### src/rtl/bus_tx_scheduler_if.sv
// Handshake and bus signals between the transmit scheduler, its two
// requesters and the tx/rx control modules.
interface bus_tx_scheduler_if;
    logic        BPS_CLK;
    logic        Rx_Pin_In;
    logic        Rx_Busy;
    logic        Req0;
    logic        Req1;
    logic [31:0] Data0;
    logic [31:0] Data1;
    logic        Ack0;
    logic        Ack1;
    logic        Fail0;
    logic        Fail1;
    logic        Tx_En_Sig;
    logic [31:0] Tx_Data;
    logic        Tx_Done_Sig;
    logic        Tx_Cancel;
    logic        Busy;

    // Scheduler side
    modport master (
        input  BPS_CLK, Rx_Pin_In, Rx_Busy, Req0, Req1, Data0, Data1,
               Tx_Done_Sig, Tx_Cancel,
        output Ack0, Ack1, Fail0, Fail1, Tx_En_Sig, Tx_Data, Busy
    );

    // Requester / tx-rx control side
    modport slave (
        output BPS_CLK, Rx_Pin_In, Rx_Busy, Req0, Req1, Data0, Data1,
               Tx_Done_Sig, Tx_Cancel,
        input  Ack0, Ack1, Fail0, Fail1, Tx_En_Sig, Tx_Data, Busy
    );
endinterface

### src/rtl/bus_tx_scheduler.sv
// Transmit scheduler for a shared single-wire bus: round-robin between two
// requesters, waits for a quiet-bus window, backs off and retries on
// collision, and reports success or failure per request.
module bus_tx_scheduler #(
    parameter int IDLE_BITS    = 8,
    parameter int BACKOFF_BASE = 4,
    parameter int MAX_RETRY    = 3
) (
    input logic                CLK,
    input logic                RST,
    bus_tx_scheduler_if.master bus
);
    localparam int AW = $clog2(MAX_RETRY + 1);

    typedef enum logic [2:0] {
        IDLE, ARB, WAIT_IDLE, TX, BACKOFF, RESULT
    } state_e;

    state_e        state_q, state_d;
    logic [7:0]    idle_cnt_q, idle_cnt_d;
    logic [7:0]    bo_cnt_q, bo_cnt_d;
    logic [AW-1:0] att_q, att_d;
    logic [AW-1:0] att_inc;
    logic          gid_q, gid_d;
    logic          last_q, last_d;
    logic          ok_q, ok_d;
    logic [31:0]   data_q, data_d;
    logic          grant;

    // State and counter registers; reset returns everything to the idle view
    always_ff @(posedge CLK) begin
        if (RST) begin
            state_q    <= IDLE;
            idle_cnt_q <= '0;
            bo_cnt_q   <= '0;
            att_q      <= '0;
            gid_q      <= 1'b0;
            last_q     <= 1'b1;
            ok_q       <= 1'b0;
            data_q     <= '0;
        end else begin
            state_q    <= state_d;
            idle_cnt_q <= idle_cnt_d;
            bo_cnt_q   <= bo_cnt_d;
            att_q      <= att_d;
            gid_q      <= gid_d;
            last_q     <= last_d;
            ok_q       <= ok_d;
            data_q     <= data_d;
        end
    end

    // Next-state logic: arbitration, quiet-window count, collision backoff
    always_comb begin
        state_d    = state_q;
        idle_cnt_d = idle_cnt_q;
        bo_cnt_d   = bo_cnt_q;
        att_d      = att_q;
        gid_d      = gid_q;
        last_d     = last_q;
        ok_d       = ok_q;
        data_d     = data_q;
        att_inc    = att_q + 1'b1;
        // On a tie the requester that did not win last time gets the bus
        grant      = (bus.Req0 && bus.Req1) ? ~last_q : bus.Req1;

        case (state_q)
            IDLE: begin
                if (bus.Req0 || bus.Req1) state_d = ARB;
            end
            ARB: begin
                if (!bus.Req0 && !bus.Req1) begin
                    state_d = IDLE;
                end else begin
                    gid_d      = grant;
                    last_d     = grant;
                    data_d     = grant ? bus.Data1 : bus.Data0;
                    att_d      = '0;
                    idle_cnt_d = '0;
                    state_d    = WAIT_IDLE;
                end
            end
            WAIT_IDLE: begin
                if (bus.BPS_CLK) begin
                    if (bus.Rx_Pin_In && !bus.Rx_Busy) begin
                        if (idle_cnt_q == 8'(IDLE_BITS - 1)) begin
                            idle_cnt_d = '0;
                            state_d    = TX;
                        end else begin
                            idle_cnt_d = idle_cnt_q + 8'd1;
                        end
                    end else begin
                        idle_cnt_d = '0;
                    end
                end
            end
            TX: begin
                // A collision outranks a simultaneous completion
                if (bus.Tx_Cancel) begin
                    att_d = att_inc;
                    if (att_inc == AW'(MAX_RETRY)) begin
                        ok_d    = 1'b0;
                        state_d = RESULT;
                    end else begin
                        // gid offset keeps the two local requesters apart
                        bo_cnt_d = 8'(BACKOFF_BASE * int'(att_inc) + int'(gid_q));
                        state_d  = BACKOFF;
                    end
                end else if (bus.Tx_Done_Sig) begin
                    ok_d    = 1'b1;
                    state_d = RESULT;
                end
            end
            BACKOFF: begin
                if (bus.BPS_CLK) begin
                    bo_cnt_d = bo_cnt_q - 8'd1;
                    if (bo_cnt_q <= 8'd1) begin
                        bo_cnt_d   = '0;
                        idle_cnt_d = '0;
                        state_d    = WAIT_IDLE;
                    end
                end
            end
            RESULT: begin
                state_d = IDLE;
            end
            default: state_d = IDLE;
        endcase
    end

    assign bus.Tx_En_Sig = (state_q == TX);
    assign bus.Busy      = (state_q != IDLE);
    assign bus.Tx_Data   = data_q;
    assign bus.Ack0      = (state_q == RESULT) &&  ok_q && !gid_q;
    assign bus.Ack1      = (state_q == RESULT) &&  ok_q &&  gid_q;
    assign bus.Fail0     = (state_q == RESULT) && !ok_q && !gid_q;
    assign bus.Fail1     = (state_q == RESULT) && !ok_q &&  gid_q;
endmodule

### src/flat_wrapper.sv
// flat-port wrapper written by rule: the top's interface ports become plain ports
module bus_tx_scheduler_flat 
#(
    parameter int IDLE_BITS    = 8,
    parameter int BACKOFF_BASE = 4,
    parameter int MAX_RETRY    = 3
)
  (CLK, RST, bus_BPS_CLK, bus_Rx_Pin_In, bus_Rx_Busy, bus_Req0, bus_Req1, bus_Data0, bus_Data1, bus_Tx_Done_Sig, bus_Tx_Cancel, bus_Ack0, bus_Ack1, bus_Fail0, bus_Fail1, bus_Tx_En_Sig, bus_Tx_Data, bus_Busy);
  bus_tx_scheduler_if bus_i ();
  input logic CLK;
  input logic RST;
  input wire logic [$bits(bus_i.BPS_CLK)-1:0] bus_BPS_CLK;
  input wire logic [$bits(bus_i.Rx_Pin_In)-1:0] bus_Rx_Pin_In;
  input wire logic [$bits(bus_i.Rx_Busy)-1:0] bus_Rx_Busy;
  input wire logic [$bits(bus_i.Req0)-1:0] bus_Req0;
  input wire logic [$bits(bus_i.Req1)-1:0] bus_Req1;
  input wire logic [$bits(bus_i.Data0)-1:0] bus_Data0;
  input wire logic [$bits(bus_i.Data1)-1:0] bus_Data1;
  input wire logic [$bits(bus_i.Tx_Done_Sig)-1:0] bus_Tx_Done_Sig;
  input wire logic [$bits(bus_i.Tx_Cancel)-1:0] bus_Tx_Cancel;
  output wire logic [$bits(bus_i.Ack0)-1:0] bus_Ack0;
  output wire logic [$bits(bus_i.Ack1)-1:0] bus_Ack1;
  output wire logic [$bits(bus_i.Fail0)-1:0] bus_Fail0;
  output wire logic [$bits(bus_i.Fail1)-1:0] bus_Fail1;
  output wire logic [$bits(bus_i.Tx_En_Sig)-1:0] bus_Tx_En_Sig;
  output wire logic [$bits(bus_i.Tx_Data)-1:0] bus_Tx_Data;
  output wire logic [$bits(bus_i.Busy)-1:0] bus_Busy;
  assign bus_i.BPS_CLK = bus_BPS_CLK;
  assign bus_i.Rx_Pin_In = bus_Rx_Pin_In;
  assign bus_i.Rx_Busy = bus_Rx_Busy;
  assign bus_i.Req0 = bus_Req0;
  assign bus_i.Req1 = bus_Req1;
  assign bus_i.Data0 = bus_Data0;
  assign bus_i.Data1 = bus_Data1;
  assign bus_i.Tx_Done_Sig = bus_Tx_Done_Sig;
  assign bus_i.Tx_Cancel = bus_Tx_Cancel;
  assign bus_Ack0 = bus_i.Ack0;
  assign bus_Ack1 = bus_i.Ack1;
  assign bus_Fail0 = bus_i.Fail0;
  assign bus_Fail1 = bus_i.Fail1;
  assign bus_Tx_En_Sig = bus_i.Tx_En_Sig;
  assign bus_Tx_Data = bus_i.Tx_Data;
  assign bus_Busy = bus_i.Busy;
  bus_tx_scheduler #(.IDLE_BITS(IDLE_BITS), .BACKOFF_BASE(BACKOFF_BASE), .MAX_RETRY(MAX_RETRY)) u_core (.CLK(CLK), .RST(RST), .bus(bus_i));
endmodule
### config.mk
export PLATFORM = sky130hd
export DESIGN_NAME = bus_tx_scheduler_flat
export DESIGN_NICKNAME = d
export VERILOG_FILES = /design/src/rtl/bus_tx_scheduler_if.sv /design/src/rtl/bus_tx_scheduler.sv /design/src/flat_wrapper.sv
export SDC_FILE = /design/constraint.sdc
export NUM_CORES = 1
export LEC_CHECK = 0
export BUFFER_PORTS_ARGS = -buffer_cell sky130_fd_sc_hd__buf_2
export CAP_MARGIN = 40
export CORE_UTILIZATION = 45
export CTS_BUF_LIST = sky130_fd_sc_hd__clkbuf_8
export CTS_CLUSTER_DIAMETER = 80
export DETAILED_ROUTE_END_ITERATION = 8
export GPL_TIMING_DRIVEN = 0
export PLACE_DENSITY_LB_ADDON = 0.1
export SLEW_MARGIN = 5
export SYNTH_ARGS = -nofsm -noshare
export SYNTH_HDL_FRONTEND = slang
export SYNTH_SLANG_ARGS = --single-unit
### constraint.sdc
create_clock -name CLK -period 2.4 [get_ports CLK]
set_input_delay 0.72 -clock CLK [delete_from_list [all_inputs] [get_ports CLK]]
set_output_delay 0.72 -clock CLK [all_outputs]
set_load 0.05 [all_outputs]
==> results.md <==
* Initial antenna violation count at 0
* Slew @ Worst Pin at ~910 ps
* Critical path cell sequence: clkbuf_2 -> nand3b_1 -> inv_1 -> buf_4
* Final Setup Violations at 0
* Slowest stage cell, crit path: dfxtp_1
* DIE WIDTH at around 81 um
* VDD IR max at approximately 0.6 mV
* Site Rows at 28
* Max incr delay on CP at 340 ps
* Sequential power share at 0.340
* GPL Wtd Cong at ~0.86
* Area Growth Syn to Fin at 27.8%
* Final Critical Period at between 2000 and 2500 ps
* DRC Markers at 0
* Post-synthesis sequential area ratio at 0.397
* Crit share post-route at 0.959
* Crit path launch type: flip-flop
* # diodes at 0
* Max-cap violations at 0
* Hold Crit Class: flip-flop to flip-flop
* Buf/Inv on CP at 3
* Die height at roughly 81 um
* Synthesized instance count at 334
* Outcome: finished, final reports clean
* Hold buffers post-CTS at 0
* Layout Nets at around 530
* Layout Utilization at 0.603
* FILL cells at roughly 550
* Crit end category: primary output
* Die area at ~6600 sq um
* Worst Reg2Reg Path Length in Cells at 6
* Sw Share at 0.479
* Pwr dens at 1040 nW/um^2
* Achievable Freq at 434 MHz
* GRT overflow at 0
* Post-Syn Nets at between 400 and 500
* WP depth at 4
* CTS tree: done
* DRT Pass-1 Iters at 5
* Hold wc startpoint: u_core.idle_cnt_q[7]
* CP max FO at 10
* WHS Endpoint: u_core.idle_cnt_q[7]
* TritonCTS Buffers at 5
* Area share of the largest cell type after synthesis at 0.397
* Final Skew at about 7.6 ps
* Worst R2R Start: u_core.bo_cnt_q[2]
* Reg2reg end: u_core.idle_cnt_q[7]
* Routed len/inst at 13.7 um
* Later-pin clock latency in the skew report at 320 ps
* Crit-path leading delay family: buffers and inverters
* Via count at between 2k and 3k
* Largest cells by area after synthesis: dfxtp_1 (40%), mux2i_1 (12%), a211oi_1 (9.8%)
* Int Power at 1.95 mW
* Yosys warns at 0
* Hold path depth at 2
* FF+latch count, synth at 56
* Syn avg cell area at between 8 and 9 sq um
* Root buffer cell: clkbuf_8
* Async SR Flop Fraction at 0
* Reg2Reg Setup Slack at about 110 ps
* Pins Over Slew Limit at 0
* Number of buffer cells added on primary ports at between 100 and 150
* Critical path class: flip-flop to primary output
* Clk pin slew, worst setup/hold paths at around 100 ps
* Share of cells above drive strength 1 at 0.308
* Slew margin rel. at 0.387
* Seq. cell area at ~1100 sq um
* Maximum clock insertion buffer count at 2
* Cell taking the most area after synthesis: dfxtp_1
* Initial core utilization at 0.471
* H-tree level count at 2
* Global-route wire length before repair at 11300 um
* Synth cell types at 44
* Finished Layout Cells at about 530
* Routed wire length at about 7200 um
* Multi-input gate area at around 1600 sq um
* # placed instances at ~520
* Combinational share of power at 0.509
* Vias in the first global route at between 2k and 2.5k
* Crit path DAT at around 1600 ps
* RSZ-0062 raised after global routing: false
* Synth Flop Type: dfxtp_1
* CP required at between 1500 and 2000 ps
* GRT Resource Usage Total at 0.224
* Clock share of power at 0.151
* Core Area at roughly 6000 sq um
* Net switching power at 1.79 mW
* CTS sink cnt at 56
* 1st-iter DRT viols at 111
* Post-Syn Area at around 2800 sq um
* Post-DR vias/cell at ~5.4
* Leak pwr at 1.54 nW
* Largest net degree at the start of global routing at 18
* Hold Vio Cnt, Final at 0
* DP HPWL at between 5000 and 6000 um
* Post-synth EDFFs at 0
* IO Count at between 100 and 150
* Post-DRT Antenna Nets at 0
worst min-delay path: cells and delay by family, from the launching register on:
family	cells	cell delay [ps]
compound gates	1	50
flops	1	340
simple gates	1	60
synth_stat cells, drive strengths merged, types with 2 or more instances:
cell,count
mux2i,35
a41oi,2
and2,2
dfxtp,56
or4b,2
a32o,2
nor2,63
nand3,4
inv,11
nand3b,2
nand2,9
buf,5
a21oi,18
o31ai,2
or3b,2
a31oi,3
or3,6
nor2b,2
o22ai,3
o32ai,2
a211oi,37
a2bb2oi,2
a22oi,4
o21ai,7
nor3,15
nand2b,2
clkbuf,18
ha,4
nor4,2
per-stage QoR:
stage	power (mW)	setup TNS (ps)	setup slack [ps]	instance area, sq um	hold WS (ps)
3_3_place_gp	3.15	-7860	-265	3470	457
2_1_floorplan	2.72	-365	-182	2820	429
6_report	3.74	0	98.2	3610	493
3_5_place_dp	3.18	-8190	-285	3470	464
5_1_grt	3.96	0	5.90	3610	517
4_1_cts	3.73	0	6.30	3580	487
kinds of logic (layout without fill, tap and decap cells):
group | after synthesis | count (layout) | share of synthesized area
AOI/OAI and AO/OA | 89 | 89 | 0.219
muxes | 35 | 35 | 0.124
and+or+nand+nor | 116 | 116 | 0.194
buffers and inverters | 34 | 152 | 0.0487
adders and majority gates | 4 | 4 | 0.0177
DFF | 56 | 56 | 0.397
sequential cells by signal (all words and copies together), names as in the netlist:
register / flops
u_core.bus.Tx_Data: 32
u_core.bo_cnt_q: 8
u_core.idle_cnt_q: 8
u_core.state_q: 3
u_core.att_q: 2
u_core.gid_q: 1
u_core.last_q: 1
u_core.ok_q: 1
layer usage:
| layer | up-vias | routed length [um] | GRT usage | part of all wire |
|---|---|---|---|---|
| li1 | 1455 | - | - | - |
| met1 | 1277 | 3230 | 0.287 | 0.45 |
| met5 | - | 0 | 0 | 0 |
| met4 | 0 | 80 | 0.0714 | 0.011 |
| met3 | 6 | 531 | 0.0551 | 0.074 |
| met2 | 124 | 3360 | 0.366 | 0.47 |
cell usage in the layout (no fill, tap or decap), drive strengths merged, types with 3 or more instances in the layout:
cell type and n:
nand2 9, or3 6, a22oi 4, inv 12, nand3 4, dfxtp 56, nor3 15, a211oi 37
clkbuf 24, o21ai 7, ha 4, a31oi 3, mux2i 35, o22ai 3, buf 115, nor2 63
a21oi 18
what timing repair did:
item | CTS | global route
setup endpoints to repair | 38 | 25
setup buffers | 1 | 1
resized for setup | 5 | 11
pin swaps | 0 | 3
cell type report:
type                       count  share of cell area
buffer                        21              0.0250
tap                           75              0.0260
sequential                    56               0.313
inverter                      11              0.0114
clock inverter                 2             0.00381
timing repair buffer         112               0.158
multi-input combinational    244               0.440
clock buffer                   6              0.0229
power groups by stage:
stage	Combinational, mW	Clock [mW]	Sequential (mW)
floorplan	0.850	0	1.87
global placement	1.88	0	1.26
detailed placement	1.91	0	1.27
CTS	1.89	0.570	1.27
global route	2.04	0.616	1.30
finish	1.90	0.563	1.27
worst max-delay path by stage:
| stage | to | slack, ps | from |
|---|---|---|---|
| after floorplan | bus_Fail0 | -180 | u_core.state_q[0] |
| after global placement | u_core.bus.Tx_Data[4] | -260 | bus_Req1 |
| after detailed placement | u_core.bus.Tx_Data[4] | -290 | bus_Req1 |
| after CTS | u_core.idle_cnt_q[2] | 6 | u_core.bo_cnt_q[4] |
| after global routing | u_core.idle_cnt_q[7] | 6 | u_core.bo_cnt_q[2] |
| final | bus_Tx_En_Sig | 100 | u_core.state_q[2] |
(Power assumes the default switching activity.)
